$ cat config.mk
export PLATFORM = sky130hd
export DESIGN_NAME = mem_wb_writeback
export DESIGN_NICKNAME = d
export VERILOG_FILES = /design/src/rtl/mem_wb_writeback.sv
export SDC_FILE = /design/constraint.sdc
export NUM_CORES = 2
export LEC_CHECK = 0
export CAP_MARGIN = 15
export CORE_UTILIZATION = 56
export CTS_CLUSTER_DIAMETER = 150
export DETAILED_ROUTE_END_ITERATION = 8
export HOLD_SLACK_MARGIN = 0.08
export PLACE_DENSITY = 0.74
export SYNTH_ARGS = -nofsm -noshare
export SYNTH_HDL_FRONTEND = slang
export SYNTH_SLANG_ARGS = --single-unit
$ cat constraint.sdc
create_clock -name clk -period 6.98 [get_ports clk]
set_clock_uncertainty 0.05 [all_clocks]
set_input_delay 1.047 -clock clk [delete_from_list [all_inputs] [get_ports clk]]
set_output_delay 1.047 -clock clk [all_outputs]
set_load 0.1 [all_outputs]
$ cat src/rtl/mem_wb_writeback.sv
// MEM/WB pipeline latch feeding the 32-entry GPR file and the HI/LO pair.
// Read ports for ID (GPR) and EX (HI/LO) bypass the pending write-back value.
module mem_wb_writeback #(
    parameter int DATA_W = 32,
    parameter int ADDR_W = 5
) (
    input  logic              clk,
    input  logic              rst,
    input  logic [ADDR_W-1:0] mem_wd,
    input  logic              mem_wreg,
    input  logic [DATA_W-1:0] mem_wdata,
    input  logic              mem_whilo,
    input  logic [DATA_W-1:0] mem_hi,
    input  logic [DATA_W-1:0] mem_lo,
    input  logic              stall_i,
    input  logic              flush_i,
    input  logic              re1,
    input  logic [ADDR_W-1:0] raddr1,
    output logic [DATA_W-1:0] rdata1,
    input  logic              re2,
    input  logic [ADDR_W-1:0] raddr2,
    output logic [DATA_W-1:0] rdata2,
    output logic [DATA_W-1:0] hi_o,
    output logic [DATA_W-1:0] lo_o,
    output logic              wb_busy
);

    localparam int DEPTH = 2 ** ADDR_W;

    logic [ADDR_W-1:0] wb_wd;
    logic              wb_wreg;
    logic [DATA_W-1:0] wb_wdata;
    logic              wb_whilo;
    logic [DATA_W-1:0] wb_hi;
    logic [DATA_W-1:0] wb_lo;

    logic [DATA_W-1:0] gpr [0:DEPTH-1];
    logic [DATA_W-1:0] hi_reg;
    logic [DATA_W-1:0] lo_reg;

    // Flush beats stall so a squashed instruction can never be held in place.
    always_ff @(posedge clk) begin
        if (!rst || flush_i) begin
            wb_wd    <= '0;
            wb_wreg  <= 1'b0;
            wb_wdata <= '0;
            wb_whilo <= 1'b0;
            wb_hi    <= '0;
            wb_lo    <= '0;
            wb_busy  <= 1'b0;
        end else if (!stall_i) begin
            wb_wd    <= mem_wd;
            wb_wreg  <= mem_wreg;
            wb_wdata <= mem_wdata;
            wb_whilo <= mem_whilo;
            wb_hi    <= mem_hi;
            wb_lo    <= mem_lo;
            wb_busy  <= mem_wreg | mem_whilo;
        end
    end

    // While stalled the same write commits every edge, which is harmless.
    always_ff @(posedge clk) begin
        if (!rst) begin
            for (int i = 0; i < DEPTH; i++) begin
                gpr[i] <= '0;
            end
        end else if (wb_wreg && (wb_wd != '0)) begin
            gpr[wb_wd] <= wb_wdata;
        end
    end

    always_ff @(posedge clk) begin
        if (!rst) begin
            hi_reg <= '0;
            lo_reg <= '0;
        end else if (wb_whilo) begin
            hi_reg <= wb_hi;
            lo_reg <= wb_lo;
        end
    end

    always_comb begin
        rdata1 = '0;
        if (!rst || (raddr1 == '0)) begin
            rdata1 = '0;
        end else if (re1 && wb_wreg && (raddr1 == wb_wd)) begin
            rdata1 = wb_wdata;
        end else if (re1) begin
            rdata1 = gpr[raddr1];
        end
    end

    always_comb begin
        rdata2 = '0;
        if (!rst || (raddr2 == '0)) begin
            rdata2 = '0;
        end else if (re2 && wb_wreg && (raddr2 == wb_wd)) begin
            rdata2 = wb_wdata;
        end else if (re2) begin
            rdata2 = gpr[raddr2];
        end
    end

    always_comb begin
        hi_o = '0;
        lo_o = '0;
        if (rst) begin
            hi_o = wb_whilo ? wb_hi : hi_reg;
            lo_o = wb_whilo ? wb_lo : lo_reg;
        end
    end

endmodule

==> reports/results.tsv <==
stage	metric	value	unit
floorplanning	Die Ht	332	um
clock_tree	worst-case clock buffer depth	3	
finish	layout cell share with drive strength beyond 1	23.3	%
clock_tree	CTS tree	built	
finish	sequential cell area	34100	um^2
timing	Slew Viols, Final	0	
synth	cell area after synthesis	60800	um^2
pwr	Pwr per Cell Area	240	nW/um^2
global_route	vias in the first global route	40300	
setup_path	Setup CP Type	in2out	
routing	# DRC	0	
timing	crit share post-route	86.4	%
timing	Rel. slew slack	12.6	%
routing	Vias/cell	6.83	
routing	1st-iter DRT viols	5766	
synth	sequential share of the synthesized area	56.1	%
finish	nets	4464	
place	Port Buffers	247	
clock_tree	Worst-Skew Late Latency	750	ps
floorplanning	# rows	120	
global_route	grt ovf	0	
clock_tree	CTS Sinks	1192	
routing	DRT Pass-1 Iters	5	
synth	Mapped Cells	4234	
finish	fin area	69900	um^2
routing	drt total wl	190000	um
floorplanning	Initial Util	56.7	%
synth	async set-reset flop share out of synthesis	0	%
pwr	Leakage	25.1	nW
timing	RSZ-0062 raised after global routing	false	
synth	#FFs+latches synth	1192	
synth	EDFF count, synth	1024	
synth	Synth cell types	50	
timing	hold slack	445	ps
place	HPWL after DPL	113000	um
routing	post-route ant nets	0	
clock_tree	Resized cells post-CTS	0	
timing	Fmax	166	MHz
finish	P&R area growth vs syn	15.0	%
clock_tree	Post CTS Setup Buffer Count	0	
timing	Worst-Margin Slew	1310	ps
global_route	GR Util All Layers	34.6	%
timing	Tmin final	6030	ps
pwr	Worst VDD drop	0.194	mV
finish	most frequent cells in the layout	edfxtp_1 (1024), and2_1 (991), mux4_2 (481), mux2i_1 (231), nor2_1 (177)	
synth	ys flop type	edfxtp_1	
routing	routed via count	40000	
synth	synth warn	0	
setup_path	Worst Path Max Fanout	31	
place	routability congestion estimate	0.933	
floorplanning	core area	107000	um^2
clock_tree	cts hold-fix bufs	0	
global_route	first-pass GRT wire length	274000	um
timing	final setup fails	0	
clock_tree	Worst-path clk slew	60	ps
floorplanning	Die ar.	110000	um^2
finish	max reg flops	1024	
run	Max Cap Viol	0	
global_route	largest net degree at the start of global routing	139	
clock_tree	root buffer cell	clkbuf_16	
floorplanning	Die Width	332	um
synth	Syn Area/Cell	14.4	um^2
setup_path	Critical Path Sink Type	output pin	
finish	commonest non-fill, non-tap cell in the layout	edfxtp_1	
setup_path	startpoint types	input port	
outcome	status	complete, no violations	
finish	fillers	7534	
clock_tree	htree depth	4	
place	dpl cell area	65700	um^2
setup_path	Arr. time, crit path	4930	ps
timing	Final Hold Vio Count	0	
setup_path	Req. time, crit path	5880	ps
finish	Multi-input gate area	25400	um^2
floorplanning	# IOs	248	
clock_tree	clock buffer count from CTS	132	
routing	wire per inst	32.5	um
global_route	initial antenna violation count	3	
finish	Top reg by flops	gpr	
min_path	Hold Path Class	reg2reg	
timing	post-route setup TNS	0	ps
## report_power, final
part	switching, W	total, W	internal (W)
logic	0.00109	0.00182	0.000722
clock network	0.00285	0.00690	0.00405
registers	0.000130	0.00807	0.00794
total	0.00407	0.0168	0.0127
## cells in the mapped netlist (2+ instances only)
cell / count / area (um^2)
a2111oi_0: 2 / 17.5
a211o_1: 30 / 263
a211oi_1: 60 / 450
a21o_1: 2 / 15.0
a21oi_1: 35 / 175
a22o_1: 30 / 263
a22oi_1: 35 / 263
a311oi_1: 29 / 254
and2_1: 991 / 6200
buf_1: 31 / 116
buf_2: 97 / 485
buf_4: 13 / 97.6
buf_6: 4 / 45.0
clkbuf_1: 311 / 1170
dfxtp_1: 168 / 3360
edfxtp_1: 1024 / 30700
inv_1: 6 / 22.5
mux2_2: 63 / 709
mux2i_1: 231 / 2310
mux4_2: 481 / 10800
nand2_1: 103 / 387
nand2b_1: 2 / 12.5
nand3_1: 10 / 50.1
nand3b_1: 5 / 37.5
nand4_1: 6 / 37.5
nor2_1: 211 / 792
nor2b_1: 34 / 213
nor3_1: 36 / 180
o2111ai_1: 2 / 17.5
o21ai_0: 33 / 165
o221ai_1: 29 / 254
o22ai_1: 61 / 382
o2bb2ai_1: 30 / 263
o32ai_1: 2 / 17.5
or3_1: 2 / 12.5
or3b_2: 3 / 26.3
xnor2_1: 5 / 43.8
xor2_1: 5 / 43.8
## cell families (layout without fill, tap and decap cells)
group / after synthesis / count (layout) / share of synthesized area [%]
DFF: 1192 / 1192 / 56.1
AOI/OAI and AO/OA: 386 / 386 / 4.69
muxes: 775 / 775 / 22.8
buffers and inverters: 463 / 644 / 3.19
other: 1 / 34 / 0.00617
xor gates and xnor gates: 10 / 10 / 0.144
and+or+nand+nor: 1407 / 1407 / 13.1
## area by class of cell
type,count,share of cell area [%]
Multi-Input combinational cell,2610,36.3
Antenna cell,2,0.00716
Tap cell,1403,2.51
Clock buffer,173,5.24
Clock inverter,62,0.787
Sequential cell,1192,48.8
Timing Repair Buffer,402,6.31
Inverter,7,0.0411
## metal layers
metal	vias up	part of all wire (%)	track usage, %	wire length [um]
li1	16200	-	-	-
met1	20100	35	44.7	66800
met2	3010	46	53.5	86800
met3	633	13	9.00	24900
met4	6	6.2	19.2	11700
met5	-	0.022	0	41
## worst max-delay path, cell delays in order
cell and delay [ps]:
clkdlybuf4s50_1 840, nor2_4 340, a21o_1 260, a311o_2 590
buf_4 360, a311oi_1 870, a22o_1 390, buf_12 210
## stage by stage
| step | worst slack (ps) | power, W | utilization [%] | instances |
|---|---|---|---|---|
| floorplan | 1430 | 0.00932 | - | 4265 |
| global placement | 1230 | 0.00996 | 61.1 | 5610 |
| detailed placement | 1190 | 0.00999 | 61.2 | 5611 |
| CTS | 1180 | 0.0168 | 65.1 | 5846 |
| global route | 1000 | 0.0171 | 65.1 | 5849 |
| finish | 952 | 0.0168 | 65.1 | 5851 |
## worst paths after layout
path | from | end | slack [ps] | depth (start not counted)
setup / recovery | raddr2[3] | rdata2[9] | 950 | 8
setup reg to reg | wb_wreg | gpr[17][27] | 3160 | 8
hold / removal | wb_lo[2] | wb_lo[2] | 450 | 2
hold reg to reg | wb_lo[2] | wb_lo[2] | 450 | 2
Note: power is estimated with default switching activity, not from simulation.
